[src/rtl/ratio_calc_pkg.sv]
`default_nettype none
// ============================================================================
//  Module      : ratio_calc_pkg
//  Description : Shared definitions for the ratio calculator. Holds default
//                operand, result and tag widths, the scale constant, a
//                ceiling-log2 helper, the numerator width helper and the FSM
//                state encoding. The RND state exists only when
//                RATIO_CALC_ROUND_EN is defined.
//  Revision    : 1.0 - initial release
// ============================================================================
package ratio_calc_pkg;

    localparam int DEF_W_IN  = 12;
    localparam int DEF_W_OUT = 11;
    localparam int DEF_SCALE = 10000;
    localparam int DEF_TAG_W = 3;

    // Ceiling log2. Returns 0 for values of 0 or 1.
    function automatic int clog2(input int value);
        int r;
        int v;
        r = 0;
        v = value - 1;
        while (v > 0) begin
            r = r + 1;
            v = v >> 1;
        end
        return r;
    endfunction

    // Numerator width: enough bits to hold A2 * SCALE without truncation.
    function automatic int wn_calc(input int w_in, input int scale);
        return w_in + clog2(scale + 1);
    endfunction

`ifdef RATIO_CALC_ROUND_EN
    typedef enum logic [2:0] {
        ST_IDLE = 3'd0,
        ST_MUL  = 3'd1,
        ST_DIV  = 3'd2,
        ST_RND  = 3'd3,
        ST_DONE = 3'd4
    } state_t;
`else
    typedef enum logic [2:0] {
        ST_IDLE = 3'd0,
        ST_MUL  = 3'd1,
        ST_DIV  = 3'd2,
        ST_DONE = 3'd4
    } state_t;
`endif

endpackage
`default_nettype wire

[src/rtl/ratio_calc_seq_div.sv]
`default_nettype none
// ============================================================================
//  Module      : seq_restoring_div
//  Description : Multi-cycle unsigned restoring divider. A start pulse loads
//                the operands; one quotient bit is produced per clock, MSB
//                first, for exactly WN clocks. 'done' is high during the
//                final iteration cycle, so quot/rem are final right after
//                the edge that ends that cycle and then hold until the next
//                start.
//  Revision    : 1.0 - initial release
// ============================================================================
module seq_restoring_div
    import ratio_calc_pkg::*;
#(
    parameter int WN = 26,
    parameter int WD = 12
) (
    input  logic          clk,
    input  logic          rst,
    input  logic          start,
    input  logic [WN-1:0] num,
    input  logic [WD-1:0] den,
    output logic          busy,
    output logic          done,
    output logic [WN-1:0] quot,
    output logic [WD-1:0] rem
);

    localparam int            CW     = (clog2(WN) > 0) ? clog2(WN) : 1;
    localparam logic [CW-1:0] C_LAST = CW'(WN - 1);

    logic [WN-1:0] quot_q, quot_d;
    logic [WD-1:0] rem_q, rem_d;
    logic [WD-1:0] den_q, den_d;
    logic [CW-1:0] cnt_q, cnt_d;
    logic          busy_q, busy_d;

    logic [WD:0]   w_trial;
    logic [WD-1:0] w_diff;
    logic          w_ge;
    logic          w_last;

    // One restoring step: shift the next dividend bit into the remainder and
    // subtract the divisor when it fits. The quotient register doubles as the
    // dividend shift register.
    always_comb begin
        w_trial = {rem_q, quot_q[WN-1]};
        w_ge    = (w_trial >= {1'b0, den_q});
        w_diff  = w_trial[WD-1:0] - den_q;
        w_last  = busy_q && (cnt_q == C_LAST);

        quot_d = quot_q;
        rem_d  = rem_q;
        den_d  = den_q;
        cnt_d  = cnt_q;
        busy_d = busy_q;

        if (start) begin
            quot_d = num;
            rem_d  = '0;
            den_d  = den;
            cnt_d  = '0;
            busy_d = 1'b1;
        end else if (busy_q) begin
            quot_d = {quot_q[WN-2:0], w_ge};
            rem_d  = w_ge ? w_diff : w_trial[WD-1:0];
            cnt_d  = cnt_q + CW'(1);
            busy_d = !w_last;
        end
    end

    // Divider state registers.
    always_ff @(posedge clk) begin
        if (rst) begin
            quot_q <= '0;
            rem_q  <= '0;
            den_q  <= '0;
            cnt_q  <= '0;
            busy_q <= 1'b0;
        end else begin
            quot_q <= quot_d;
            rem_q  <= rem_d;
            den_q  <= den_d;
            cnt_q  <= cnt_d;
            busy_q <= busy_d;
        end
    end

    assign busy = busy_q;
    assign done = w_last;
    assign quot = quot_q;
    assign rem  = rem_q;

endmodule
`default_nettype wire

[src/rtl/ratio_calc_seq.sv]
`default_nettype none
// ============================================================================
//  Module      : ratio_calc_seq
//  Description : Computes Q = (A2 * SCALE) / (A1 - A2) with a sequential
//                restoring divider behind a valid/ready handshake. Carries a
//                channel tag, flags A1 <= A2 as an error and saturates the
//                result at 2^W_OUT-1 with an overflow flag.
//                Define RATIO_CALC_ROUND_EN for round-half-up results (adds
//                one cycle of latency through the RND state).
//  Revision    : 1.0 - initial release
// ============================================================================
module ratio_calc_seq
    import ratio_calc_pkg::*;
#(
    parameter int W_IN  = DEF_W_IN,
    parameter int W_OUT = DEF_W_OUT,
    parameter int SCALE = DEF_SCALE,
    parameter int TAG_W = DEF_TAG_W
) (
    input  logic             clk,
    input  logic             rst,
    input  logic             in_valid,
    output logic             in_ready,
    input  logic [W_IN-1:0]  in_a1,
    input  logic [W_IN-1:0]  in_a2,
    input  logic [TAG_W-1:0] in_tag,
    output logic             out_valid,
    input  logic             out_ready,
    output logic [W_OUT-1:0] out_result,
    output logic [TAG_W-1:0] out_tag,
    output logic             out_err,
    output logic             out_ovf
);

    localparam int              WN      = wn_calc(W_IN, SCALE);
    localparam logic [WN:0]     C_MAX   = {{(WN + 1 - W_OUT){1'b0}}, {W_OUT{1'b1}}};
    localparam logic [WN-1:0]   C_SCALE = WN'(SCALE);
    localparam logic [W_IN-1:0] C_ONE   = W_IN'(1);

    state_t           state_q, state_d;
    logic [W_IN-1:0]  a1_q, a1_d;
    logic [W_IN-1:0]  a2_q, a2_d;
    logic [TAG_W-1:0] tag_q, tag_d;
    logic             err_q, err_d;

    logic             w_start;
    logic             w_err;
    logic [WN-1:0]    w_num;
    logic [W_IN-1:0]  w_den;
    logic             w_div_busy;
    logic             w_div_done;
    logic [WN-1:0]    w_div_quot;
    logic [W_IN-1:0]  w_div_rem;
    logic [WN:0]      w_final;
    logic             w_sat;
    logic             w_done_st;
    logic             w_unused_busy;

    // Operand preparation from the captured request. The divisor is forced
    // to 1 on error so the divider never sees zero or a wrapped difference.
    always_comb begin
        w_err = (a1_q <= a2_q);
        w_num = WN'(a2_q) * C_SCALE;
        w_den = w_err ? C_ONE : (a1_q - a2_q);
    end

    seq_restoring_div #(
        .WN (WN),
        .WD (W_IN)
    ) u_div (
        .clk   (clk),
        .rst   (rst),
        .start (w_start),
        .num   (w_num),
        .den   (w_den),
        .busy  (w_div_busy),
        .done  (w_div_done),
        .quot  (w_div_quot),
        .rem   (w_div_rem)
    );

    assign w_unused_busy = w_div_busy;

`ifdef RATIO_CALC_ROUND_EN
    logic [WN:0] rnd_q, rnd_d;
    logic        w_rnd_up;

    // Round half up: bump the quotient when the remainder is at least half
    // the divisor. Kept one bit wider so saturation sees the carry.
    always_comb begin
        w_rnd_up = ({w_div_rem, 1'b0} >= {1'b0, w_den});
        rnd_d    = (state_q == ST_RND) ?
                   ({1'b0, w_div_quot} + {{WN{1'b0}}, w_rnd_up}) : rnd_q;
        w_final  = rnd_q;
    end

    // Rounded quotient register.
    always_ff @(posedge clk) begin
        if (rst) begin
            rnd_q <= '0;
        end else begin
            rnd_q <= rnd_d;
        end
    end
`else
    logic w_unused_rem;

    // Truncating result straight from the divider.
    always_comb begin
        w_final      = {1'b0, w_div_quot};
        w_unused_rem = ^w_div_rem;
    end
`endif

    // Sequencer: capture, start the divider, wait, then hold the result
    // until the consumer takes it.
    always_comb begin
        state_d = state_q;
        a1_d    = a1_q;
        a2_d    = a2_q;
        tag_d   = tag_q;
        err_d   = err_q;
        w_start = 1'b0;

        case (state_q)
            ST_IDLE: begin
                if (in_valid) begin
                    a1_d    = in_a1;
                    a2_d    = in_a2;
                    tag_d   = in_tag;
                    state_d = ST_MUL;
                end
            end
            ST_MUL: begin
                w_start = 1'b1;
                err_d   = w_err;
                state_d = ST_DIV;
            end
            ST_DIV: begin
                if (w_div_done) begin
`ifdef RATIO_CALC_ROUND_EN
                    state_d = ST_RND;
`else
                    state_d = ST_DONE;
`endif
                end
            end
`ifdef RATIO_CALC_ROUND_EN
            ST_RND: begin
                state_d = ST_DONE;
            end
`endif
            ST_DONE: begin
                if (out_ready) begin
                    state_d = ST_IDLE;
                end
            end
            default: begin
                state_d = ST_IDLE;
            end
        endcase
    end

    // Control and request registers.
    always_ff @(posedge clk) begin
        if (rst) begin
            state_q <= ST_IDLE;
            a1_q    <= '0;
            a2_q    <= '0;
            tag_q   <= '0;
            err_q   <= 1'b0;
        end else begin
            state_q <= state_d;
            a1_q    <= a1_d;
            a2_q    <= a2_d;
            tag_q   <= tag_d;
            err_q   <= err_d;
        end
    end

    // Output mapping. Everything is zero outside DONE, and in DONE the
    // values come from registers that do not move, so they stay stable
    // under back-pressure.
    always_comb begin
        w_done_st = (state_q == ST_DONE);
        w_sat     = (w_final > C_MAX);

        in_ready  = (state_q == ST_IDLE) && !rst;
        out_valid = w_done_st;
        out_err   = w_done_st && err_q;
        out_ovf   = w_done_st && !err_q && w_sat;
        out_tag   = w_done_st ? tag_q : '0;

        if (!w_done_st) begin
            out_result = '0;
        end else if (err_q || w_sat) begin
            out_result = C_MAX[W_OUT-1:0];
        end else begin
            out_result = w_final[W_OUT-1:0];
        end
    end

endmodule
`default_nettype wire

[config.mk]
export PLATFORM = sky130hd
export DESIGN_NAME = ratio_calc_seq
export DESIGN_NICKNAME = d
export VERILOG_FILES = /design/src/rtl/ratio_calc_pkg.sv /design/src/rtl/ratio_calc_seq_div.sv /design/src/rtl/ratio_calc_seq.sv
export SDC_FILE = /design/constraint.sdc
export NUM_CORES = 1
export LEC_CHECK = 0
export BUFFER_PORTS_ARGS = -buffer_cell sky130_fd_sc_hd__buf_2
export CAP_MARGIN = 20
export CORE_ASPECT_RATIO = 1.75
export CORE_MARGIN = 2
export CORE_UTILIZATION = 40
export CTS_CLUSTER_DIAMETER = 50
export DETAILED_ROUTE_END_ITERATION = 16
export GPL_ROUTABILITY_DRIVEN = 1
export PLACE_DENSITY = 0.65
export SLEW_MARGIN = 30
export SYNTH_ARGS = -nofsm -noshare
export SYNTH_HDL_FRONTEND = slang
export SYNTH_SLANG_ARGS = --single-unit
[constraint.sdc]
create_clock -name clk -period 11.5 [get_ports clk]
set_clock_uncertainty 0.2 [all_clocks]
set_input_delay 0.575 -clock clk [delete_from_list [all_inputs] [get_ports clk]]
set_output_delay 0.575 -clock clk [all_outputs]
set_load 0.05 [all_outputs]
Yosys cells after proc, flatten, opt, wreduce, memory -nomap -nowiden
Index checks and enable logic that the tools add are counted.
{ "word_totals": {"reg_bits": 87, "input_bits": 31, "word_cells": 53} }
{ "op_classes": {"n_addsub": 3, "mul": 1, "n_lt_le_gt_ge": 3, "eq_ne": 7, "muxes": 14, "reduce_logical": 14} }
{ "ops": {"columns": ["operator", "n"], "rows": [
  ["$mux W26", 2],
  ["$gt A26 B11 Y1 const B", 1],
  ["$mux W12", 2],
  ["$sub A12 B12 Y12", 2],
  ["$mul A12 B10 Y22 const B", 1],
  ["$mux W11", 2],
  ["$ge A13 B12 Y1", 1],
  ["$le A12 B12 Y1", 1],
  ["$mux W3", 4],
  ["$pmux W3 S4", 1],
  ["$add A5 B1 Y5 const B", 1],
  ["$eq A5 B5 Y1 const B", 1],
  ["$logic_and A1 B1 Y1", 5],
  ["$ne A2 B1 Y1 const B", 2],
  ["$eq A3 B1 Y1 const B", 1],
  ["$eq A3 B2 Y1 const B", 1],
  ["$eq A3 B3 Y1 const B", 1],
  ["$logic_not A1 Y1", 3],
  ["$logic_not A3 Y1", 1],
  ["$mux W1", 3],
  ["$reduce_and A3 Y1", 1],
  ["$ne A2 B2 Y1 const B", 1],
  ["$reduce_and A2 Y1", 1],
  ["$reduce_bool A2 Y1", 1],
  ["other kinds (2)", 2]
]} }

Depth between registers and ports, before layout
Gate-level depths: netlist of the first run.
{ "depth": {"ltp_word": 5, "mapped_depth": 19} }

Modules after synthesis
From an unflattened synthesis of the first run, not the netlist that was laid out.
{ "hier_totals": {"cells_unflattened": 828, "hier_area_um2": 6925.4} }
{ "by_module_without_submodules": {"columns": ["module", "n_inst", "cells_each", "area_per_inst_um2", "seq_area_each_um2"], "rows": [
  ["ratio_calc_seq", 1, 469, 3876.2, 620.6],
  ["seq_restoring_div", 1, 359, 3049.2, 1121.1]
]} }

Worst setup path before layout of the first run
No wires, ideal clock.
{ "synth_timing": {"path_kind": "reg2reg", "start": "register a2_q[4]", "end": "register u_div.quot_q[24], in the netlist u_div.quot[24]", "setup_time_ns": 0.086, "t_arrival_ns": 4.213, "required_ns": 11.214, "slack_ns": 7.001, "stages_incl_launch_ff": 20, "path_cell_list": "dfxtp_1 -> inv_1 -> fa_1 -> inv_1 -> ha_1 -> inv_1 -> fa_1 -> inv_1 -> ha_1 -> inv_1 -> fa_1 -> inv_1 -> ha_1 -> nand3_1 -> nor3_1 -> nor2_1 -> o31ai_1 -> o22ai_1 -> xor2_1 -> a211oi_1"} }
{ "synth_via": {"elab_chain_len": 2} }
{ "synth_lines": {"columns": ["item", "line", "rtl"], "rows": [
  ["from (decl)", "ratio_calc_seq.sv:42", "logic [W_IN-1:0] a2_q, a2_d;"],
  ["from (signal assigned)", "ratio_calc_seq.sv:169", "a2_q <= '0;"],
  ["from (signal assigned)", "ratio_calc_seq.sv:175", "a2_q <= a2_d;"],
  ["$mul A12 B10 Y22", "ratio_calc_seq.sv:63", "w_num = WN'(a2_q) * C_SCALE;"],
  ["$mux W26", "ratio_calc_seq_div.sv:58", "if (start) begin"],
  ["to (signal assigned)", "ratio_calc_seq_div.sv:81", "quot_q <= quot_d;"],
  ["to (decl)", "ratio_calc_seq_div.sv:32", "logic [WN-1:0] quot_q, quot_d;"]
]} }
No other way between the ends.
A chain may end at the register's enable or synchronous reset.

Worst setup path after layout of the first run
{ "layout_timing": {"start": "register a2_q[7]", "end": "register u_div.quot_q[25], in the netlist u_div.quot[25]"} }
The elaborated chain is that of the path after synthesis.

==> reports/metrics.cfg, run 1 <==
[sta]
max_slew_margin = 0.533
period_needed_ns = 4.96
max_freq_mhz = 202
setup_tns_ns = 0
worst_pin_slew_ns = 0.700
final_hold_viol_count = 0
finalSetupViolCount = 0
rsz0062_at_grt = false
fin_ws_ns = 6.54
maxSlewViolCount = 0
finalCritPeriodShare = 0.431

[cts]
clock_path_buffers = 2
cts_buffers = 9
post_cts_buffers = 0
cts_resized = 0
htree_levels = 3
cts-root-buf = clkbuf_16
clk_pin_slew_worst_paths_ns = 0.06
clock_sinks = 87
cts_tree = built
clk_latency_ns = 0.34
cts-hold-fix-buffers = 0

[run]
drv_cap = 0

[worst_setup_path]
slowest_delay_ns = 0.52
cp_cell_sequence = inv_1 > fa_1 > inv_1 > ha_1 > fa_1 > ha_1 > inv_1 > fa_1 > inv_1 > ha_1 > a21oi_1 > nand3_1 > o22ai_1 > o21ai_0 > a211oi_1 > xor2_1 > o31ai_1
worstSetupEndpointType = flip-flop
r2r_cells = 17
critPathCapture = u_div.quot[25]
rr_endpoint = u_div.quot[25]
crit_top_cell = inv_1
crit_arrival_ns = 4.96
r2r_start = a2_q[7]
regToRegSetupSlack_ns = 6.54
critPathMaxFanout = 5
crit_slowest_cell = fa_1
worst_setup_path_startpoint = a2_q[7]
criticalPathCategory = flip-flop to flip-flop
critPathLaunchType = flip-flop
cpLargestDelayFamily = adder cells
critPathBufInv = 4
crit_cells = 17
cp.required_ns = 11.50

[yosys]
ys_ff_latch = 87
ys_seq_area_frac = 0.267
synth.avg_cell_area_um2 = 8.58
synth_top_area_cell = dfxtp_1
syn_area_um2 = 6530
ys_async_sr_fraction = 0
synth-edff-count = 0
yosysUniqueCellTypes = 58
syn_nets = 901
synth.top_cell.area_share = 0.267
synthFlopType = dfxtp_1
synthCells = 761
yosys-top-cells-area = dfxtp_1 (27%), ha_1 (16%), fa_1 (7.7%)
yosysWarnings = 0

[pwr]
combPwrFrac = 0.366
p_sw_w = 0.000380
cellPowerDensity_nw_per_um2 = 148
pwr-share-seq = 0.318
p_leak_nw = 3.44
swShare = 0.351
ir_drop_mv = 0.0803
p_int_w = 0.000702
clkPwrFrac = 0.316

[cells_and_area]
areaGrowthSynthToFinish_pct = 11.7
final_cell_mix = inv_1 (90), dfxtp_1 (86), ha_1 (84)
multi_input_area_um2 = 4340
seqCellArea_um2 = 1740
final_common_cell = inv_1
fin_nets = 935
fill_cells = 1602
antenna_cells = 0
drive_gt1_frac = 0.105

[global_route]
grt_usage = 0.191
grt_max_degree = 60
grt_pass1_wl_um = 26200
grt_pass1_vias = 5555
antenna_found_initial = 0
grt_overflow = 0

[drt]
first_pass_iters = 4
antenna_left = 0
drt_iter0_drc = 143
viasPerCell = 5.40
wl_um = 16100
wl_per_cell_um = 16.3
vias = 5334
drc = 0

[floorplan]
ios = 49
core-area_um2 = 16000
die_h_um = 173
rows = 61
die-width_um = 101
dieArea_um2 = 17400
initial_utilization = 0.410

[outcome]
status = finished clean

[place]
gp_congestion = 0.887
dp_hpwl_um = 12600
dp_slack_ns = 6.55
io_buffers = 48

[hold_path]
hold_depth = 2
min_path_type = flip-flop to flip-flop

==> worst register-to-register path: cells and delay by family, from the launching register on <==
kind,cells,cell delay (ns)
buffers and inverters,4,0.34
DFF,1,0.48
and+or+nand+nor,1,0.11
AOI/OAI and AO/OA,5,1.07
xor gates and xnor gates,1,0.19
adders and majority gates,6,2.42
==> final cells by class <==
type                    instances  share of cell area
flip-flops and latches         87               0.239
well taps                     189              0.0324
inverters                      90              0.0463
clock buffers                  10              0.0328
clock inverters                 5              0.0146
multi-input cells             552               0.595
repair buffers                 55              0.0401
==> metrics by stage <==
stage	hold WS (ns)	total power [W]	area (um^2)	utilization	instances
2_1_floorplan	0.232	0.000654	6530	-	761
3_3_place_gp	0.237	0.000744	6940	0.435	973
3_5_place_dp	0.243	0.000746	6940	0.435	973
4_1_cts	0.251	0.00109	7290	0.457	988
5_1_grt	0.265	0.00115	7300	0.457	988
6_report	0.249	0.00108	7300	0.457	988
==> kinds of logic after synthesis <==
| kind of cell | synth area share |
|---|---|
| multiplexers | 0.0414 |
| AND/OR/NAND/NOR | 0.143 |
| adder cells (fa/ha/maj) | 0.238 |
| XOR/XNOR | 0.0483 |
| flip-flops | 0.267 |
| buffers and inverters | 0.0720 |
| AO/OA/AOI/OAI | 0.192 |
==> synthesized netlist by cell type (3+ instances only) <==
library cell / n
dfxtp_1: 87
nand3b_1: 4
and2_1: 7
a31oi_1: 3
or2_2: 3
o31a_1: 3
a22o_1: 11
fa_1: 25
buf_1: 4
o31ai_1: 3
ha_1: 84
nor2b_1: 8
a21oi_1: 63
nand3_1: 9
a211oi_1: 30
xnor2_1: 15
buf_2: 3
nand2b_1: 4
nor4_1: 4
o21a_1: 20
o22ai_1: 3
nor3b_1: 3
a211o_1: 3
inv_1: 90
nand4_1: 8
nor3_1: 8
mux2i_1: 27
clkbuf_1: 23
nand2_1: 73
o21ai_0: 21
xor2_1: 21
a21o_1: 13
nor2_1: 47
==> power groups by stage <==
stage	logic (W)	clock network (W)	registers [W]
after floorplan	0.000313	0	0.000341
final	0.000396	0.000342	0.000344
after CTS	0.000399	0.000347	0.000344
after global routing	0.000444	0.000359	0.000346
after global placement	0.000394	0	0.000350
after detailed placement	0.000396	0	0.000350
==> sequential cells by signal, indices dropped and copies added, names as in the netlist <==
register and cells:
a1_q 12, a2_q 12, err_q 1, state_q 3, tag_q 3, u_div.busy 1, u_div.cnt_q 5, u_div.den_q 12
u_div.quot 26, u_div.rem 12
==> per-layer routing <==
layer	track usage	wire length [um]	share of wire
met2	0.382	9280	0.58
met4	0.100	733	0.046
met5	0	0	0
met1	0.180	5740	0.36
met3	0.0222	333	0.021
==> worst min-delay path by stage <==
| stage | start | end | slack [ns] |
|---|---|---|---|
| after floorplan | tag_q[0] | tag_q[0] | 0.23 |
| after global placement | tag_q[0] | tag_q[0] | 0.24 |
| after detailed placement | tag_q[2] | tag_q[2] | 0.24 |
| after CTS | tag_q[2] | tag_q[2] | 0.25 |
| after global routing | tag_q[2] | tag_q[2] | 0.27 |
| final | tag_q[2] | tag_q[2] | 0.25 |
Note: power is estimated with default switching activity, not from simulation.
==> run 2: changes to the inputs <==
==> constraint.sdc (replaced) <==
create_clock -name clk -period 4.9 [get_ports clk]
set_clock_uncertainty 0.2 [all_clocks]
set_input_delay 0.245 -clock clk [delete_from_list [all_inputs] [get_ports clk]]
set_output_delay 0.245 -clock clk [all_outputs]
set_load 0.05 [all_outputs]
==> run 2 against run 1 <==
Effect of this change:
- maximum frequency up 6.7%
- design area up 3.8%
- clock power up 93%
- cell count increased by 3.4%
- sequential power increased by 130%
- total power increased by 130%
- via count is 2.7% higher
- first-iteration DRC count grew 38%
- worst hold slack worse by 0.21 ns
- largest cell class unchanged
==> reports/metrics.cfg, run 2 (synthesis gave the netlist of run 1 again) <==
[hold_path]
min_to = a2_q[7]
hold_depth = 3  ; +1
min_path_type = primary input to flip-flop
hp-start = in_a2[7]

[global_route]
grt_usage = 0.200  ; +0.00861
grt_pass1_wl_um = 27300  ; +4.4%
antenna_found_initial = 0  ; unchanged
grt_pass1_vias = 5645  ; +1.6%
grt_max_degree = 58  ; -3.3%
grt_overflow = 0  ; unchanged

[pwr]
total_power_w = 0.00244  ; +130%
combPwrFrac = 0.400  ; +0.034
ir_drop_mv = 0.181  ; +130%
p_int_w = 0.00152  ; +120%
pwr-share-seq = 0.330  ; +0.012
swShare = 0.376  ; +0.0251
clkPwrFrac = 0.271  ; -0.045
p_sw_w = 0.000917  ; +140%
cellPowerDensity_nw_per_um2 = 322  ; +120%
p_leak_nw = 3.55  ; +3.3%

[sta]
worst_pin_slew_ns = 0.699  ; -0.00109 ns
final_hold_viol_count = 0  ; unchanged
finalCritPeriodShare = 0.948  ; +0.517
setup_tns_ns = 0  ; unchanged
period_needed_ns = 4.65  ; -0.311 ns
maxSlewViolCount = 0  ; unchanged
max_slew_margin = 0.534  ; +0.000727
max_freq_mhz = 215  ; +6.7%
finalSetupViolCount = 0  ; unchanged

[cts]
post_cts_buffers = 0  ; unchanged
clk_latency_ns = 0.35  ; about the same
clock_sinks = 87  ; unchanged
cts_tree = built
clk_pin_slew_worst_paths_ns = 0.06  ; about the same
cts-root-buf = clkbuf_16
htree_levels = 3  ; unchanged
cts_buffers = 9  ; unchanged
clock_path_buffers = 2  ; unchanged

[floorplan]
dieArea_um2 = 17400  ; unchanged
core-area_um2 = 16000  ; unchanged
rows = 61  ; unchanged
ios = 49  ; unchanged
initial_utilization = 0.410  ; unchanged
die-width_um = 101  ; unchanged
die_h_um = 173  ; unchanged

[worst_setup_path]
slowest_delay_ns = 0.51  ; about the same
r2r_start = a2_q[7]
r2r_cells = 17  ; unchanged
worstSetupEndpointType = flip-flop
crit_top_cell = inv_1
cp_cell_sequence = inv_1 > fa_1 > inv_1 > ha_1 > fa_1 > ha_1 > inv_1 > fa_1 > inv_1 > ha_1 > nand3_1 > nor3_1 > nor2_1 > o31ai_2 > o22ai_1 > xor2_1 > a211oi_1
crit_arrival_ns = 4.71  ; -0.25 ns
critPathLaunchType = flip-flop
cpLargestDelayFamily = adder cells
rr_endpoint = u_div.quot[24]
criticalPathCategory = flip-flop to flip-flop
regToRegSetupSlack_ns = 0.25  ; -6.29 ns
crit_slowest_cell = fa_1
cp.required_ns = 4.97  ; -6.53 ns
critPathBufInv = 4  ; unchanged
critPathMaxFanout = 5  ; unchanged

[drt]
wl_met1_um = 6160  ; +7.4%
vias = 5477  ; +2.7%
top_layer = met4
viasPerCell = 5.36  ; -0.74%
wl_per_cell_um = 16.4  ; +0.77%
routed-wl-met2_um = 9810  ; +5.8%
wl_um = 16800  ; +4.2%
wl_met3_um = 215  ; -35%
antenna_left = 0  ; unchanged
first_pass_iters = 4  ; unchanged
drc = 0  ; unchanged
drt_iter0_drc = 197  ; +38%

[place]
gp_congestion = 0.858  ; -3.3%
dp_hpwl_um = 12800  ; +1.6%
place_inst = 980  ; +0.72%
io_buffers = 48  ; unchanged

[outcome]
status = finished clean

[cells_and_area]
finalNonFillerCells = 1022  ; +3.4%
multi_input_area_um2 = 4370  ; +0.61%
antenna_cells = 0  ; unchanged
fill_cells = 1553  ; -3.1%
areaGrowthSynthToFinish_pct = 15.9
fin_util = 0.475  ; +0.0174
fin_nets = 968  ; +3.5%
final_common_cell = inv_1
seqCellArea_um2 = 1740  ; unchanged
drive_gt1_frac = 0.116  ; +0.0113
final_cell_mix = inv_1 (89), dfxtp_1 (86), ha_1 (83)
largest_reg_flops = 26  ; unchanged

[run]
drv_cap = 0  ; unchanged

[run 2: worst max path at each step]
stage                                 to  cells after the start    start
after floorplan           u_div.quot[24]                     19  a2_q[4]
after global placement    u_div.quot[24]                     19  a2_q[4]
after detailed placement  u_div.quot[24]                     19  a2_q[4]
after CTS                 u_div.quot[24]                     19  a2_q[4]
after global routing      u_div.quot[24]                     17  a2_q[7]
final                     u_div.quot[24]                     17  a2_q[7]
[run 2: stage by stage]
step	setup slack (ns)	hold slack, ns	area, um^2
2_1_floorplan	0.401	0.181	6530
3_3_place_gp	0.205	0.237	7000
3_5_place_dp	0.127	0.242	7000
4_1_cts	0.113	0.00835	7530
5_1_grt	-0.00936	0.0301	7570
6_report	0.254	0.0381	7570
[run 2: worst min-delay path, stage by stage]
cell and delay [ns]:
buf_2 0.10, nand2_1 0.12, a21oi_1 0.08
[run 2: power by group through the flow]
stage	combinational, W	sequential (W)	clock [W]
after floorplan	0.000735	0.000801	0
after global placement	0.000937	0.000817	0
after detailed placement	0.000945	0.000818	0
after CTS	0.000968	0.000803	0.000669
after global routing	0.00109	0.000810	0.000697
final	0.000973	0.000803	0.000660
[run 2: layout make-up]
cell class	count	share of cell area
Clock buffer	10	0.0316
Timing Repair Buffer	88	0.0800
Sequential cell	87	0.230
Inverter	90	0.0446
Multi-Input combinational cell	552	0.577
Clock inverter	6	0.00595
Tap cell	189	0.0312
[run 2: layer usage]
metal | vias up | GRT usage
met4 | 0 | 0.0850
met2 | 68 | 0.396
li1 | 2765 | -
met5 | - | 0
met3 | 27 | 0.0194
met1 | 2617 | 0.202
[run 2: repair_timing]
item | CTS | global route
hold buffers | 25 | 1
setup endpoints to repair | 0 | 5
endpoints found under the hold margin | 25 | 1
gates resized for setup | 0 | 5
==> run 3: changes to the inputs <==
==> constraint.sdc (replaced) <==
create_clock -name clk -period 4.5 [get_ports clk]
set_clock_uncertainty 0.2 [all_clocks]
set_input_delay 0.225 -clock clk [delete_from_list [all_inputs] [get_ports clk]]
set_output_delay 0.225 -clock clk [all_outputs]
set_load 0.05 [all_outputs]
==> run 3 against run 2 <==
Effect of this change:
- clock power increased by 13%
- combinational power up 18%
- total power grew 14%
- largest cell class unchanged
- maximum frequency is 3.6% higher
- via count rose by 2.4%
- clock-buffer cell count increased by 1
==> reports/metrics.cfg, run 3 (synthesis gave the netlist of run 1 again) <==
[pwr]
pwr-share-seq = 0.315  ; -0.015
p_int_w = 0.00177  ; +16%
p_leak_nw = 3.70  ; +4.3%
cellPowerDensity_nw_per_um2 = 351  ; +9.1%
ir_drop_mv = 0.192  ; +6.1%
combPwrFrac = 0.414  ; +0.014
p_sw_w = 0.00100  ; +9.1%
swShare = 0.362  ; -0.0148
clkPwrFrac = 0.271  ; about the same

[floorplan]
initial_utilization = 0.410  ; unchanged
die-width_um = 101  ; unchanged
dieArea_um2 = 17400  ; unchanged
core-area_um2 = 16000  ; unchanged
die_h_um = 173  ; unchanged
ios = 49  ; unchanged
rows = 61  ; unchanged

[hold_path]
min_path_type = primary input to flip-flop
hold_depth = 4  ; +1
min_to = state_q[2]
hp-start = out_ready

[drt]
wl_um = 16700  ; -0.43%
first_pass_iters = 4  ; unchanged
viasPerCell = 5.36  ; about the same
drc = 0  ; unchanged
wl_per_cell_um = 16.0  ; -2.7%
antenna_left = 0  ; unchanged
vias = 5611  ; +2.4%
drt_iter0_drc = 231  ; +17%

[cts]
clock_path_buffers = 2  ; unchanged
clk_latency_ns = 0.34  ; about the same
cts_buffers = 9  ; unchanged
cts-root-buf = clkbuf_16
post_cts_buffers = 0  ; unchanged
clk_pin_slew_worst_paths_ns = 0.06  ; about the same
clock_sinks = 87  ; unchanged
htree_levels = 3  ; unchanged
cts_tree = built

[global_route]
grt_usage = 0.196  ; -0.00392
grt_max_degree = 58  ; unchanged
grt_pass1_wl_um = 27100  ; -0.68%
grt_pass1_vias = 5852  ; +3.7%
grt_overflow = 0  ; unchanged
antenna_found_initial = 0  ; unchanged

[cells_and_area]
final_cell_mix = inv_1 (83), dfxtp_1 (83), ha_1 (78)
fin_nets = 994  ; +2.7%
areaGrowthSynthToFinish_pct = 20.7
antenna_cells = 0  ; unchanged
largest_reg_flops = 26  ; unchanged
drive_gt1_frac = 0.162  ; +0.0457

[sta]
max_slew_margin = 0.532  ; -0.00235
maxSlewViolCount = 0  ; unchanged
setup_tns_ns = 0  ; unchanged
final_hold_viol_count = 0  ; unchanged
finalCritPeriodShare = 0.997  ; +0.0488
max_freq_mhz = 223  ; +3.6%
worst_pin_slew_ns = 0.702  ; +0.00353 ns
rsz0062_at_grt = true
finalSetupViolCount = 0  ; unchanged
fin_ws_ns = 0.0140  ; -0.240 ns
period_needed_ns = 4.49  ; -0.160 ns

[worst_setup_path]
cp.required_ns = 4.56  ; -0.41 ns
regToRegSetupSlack_ns = 0.01  ; -0.24 ns
crit_arrival_ns = 4.55  ; -0.16 ns
critPathLaunchType = flip-flop
worstSetupEndpointType = flip-flop
r2r_cells = 21  ; +4
critPathMaxFanout = 4  ; -1
r2r_start = a2_q[6]
rr_endpoint = u_div.quot[20]
criticalPathCategory = flip-flop to flip-flop

[place]
dp_slack_ns = -0.0992  ; -0.226 ns
gp_congestion = 0.881  ; +2.8%
io_buffers = 48  ; unchanged
dp_hpwl_um = 12600  ; -1.5%

[run]
drv_cap = 0  ; unchanged

[outcome]
status = finished clean

run 3: cell count changes in the layout (fill, tap and decap cells not counted), sizes merged:
| cell | delta |
|---|---|
| inv | -1 |
| clkinvlp | -1 |
| clkinv | -2 |
| dlygate4sd3 | +1 |
| buf | +25 |
| bufinv | +1 |
| clkbuf | +1 |
run 3: worst max path at each step:
stage	slack, ns	cells past startpoint	endpoint	startpoint
after global placement	0.03	18	u_div.quot[22]	a2_q[5]
after CTS	0.007	20	u_div.quot[23]	a2_q[4]
after detailed placement	-0.1	17	u_div.quot[25]	a2_q[5]
final	0.01	21	u_div.quot[20]	a2_q[6]
after global routing	-0.18	21	u_div.quot[20]	a2_q[6]
after floorplan	0.001	19	u_div.quot[24]	a2_q[4]
run 3: worst max-delay path: stages, from the launching register on:
cell      delay, ns
dfxtp_2        0.35
inv_4          0.05
fa_1           0.54
inv_1          0.04
ha_1           0.29
inv_2          0.05
fa_1           0.50
inv_1          0.04
ha_1           0.26
inv_1          0.04
fa_1           0.51
inv_2          0.05
ha_4           0.29
nand3_4        0.07
nor3_2         0.16
nor2_1         0.08
o31ai_1        0.23
buf_4          0.17
buf_6          0.09
xor2_1         0.14
nor2_1         0.07
a211oi_2       0.19
run 3: power by group through the flow:
stage               sequential [W]  combinational (W)  clock, W
floorplan                 0.000872           0.000800         0
global placement          0.000887            0.00106         0
detailed placement        0.000887            0.00107         0
CTS                       0.000870            0.00111  0.000756
global route              0.000879            0.00127  0.000783
finish                    0.000871            0.00115  0.000749
run 3: per-layer routing:
layer	vias up	global-route usage	wire (um)
met1	2701	0.192	6190
li1	2809	-	-
met4	0	0.0799	530
met3	30	0.0154	272
met2	71	0.399	9700
met5	-	0	0
run 3: repair_timing:
item / in CTS / in global routing
setup endpoints to repair: 7 / 10
pin swaps: 2 / 21
hold buffers: 27 / 0
hold endpoints to repair: 27 / 0
gates resized for setup: 7 / 24
run 3: cell type report:
class                      count  area, um^2
multi-input combinational    552        4470
sequential                    87        1750
clock inverter                 3        45.0
fill                        1552        8070
timing repair buffer         114         807
clock buffer                  11         243
tap                          189         236
inverter                      90         340
run 3: per-stage QoR:
stage          utilization  total power [W]  cells  instance area, um^2  hold slack, ns
3_5_place_dp         0.450          0.00196   1005                 7180           0.244
3_3_place_gp         0.450          0.00195   1005                 7180           0.237
6_report             0.494          0.00277   1046                 7890          0.0319
4_1_cts              0.487          0.00273   1046                 7770          0.0285
2_1_floorplan            -          0.00167    761                 6530           0.161
5_1_grt              0.494          0.00293   1046                 7890          0.0666
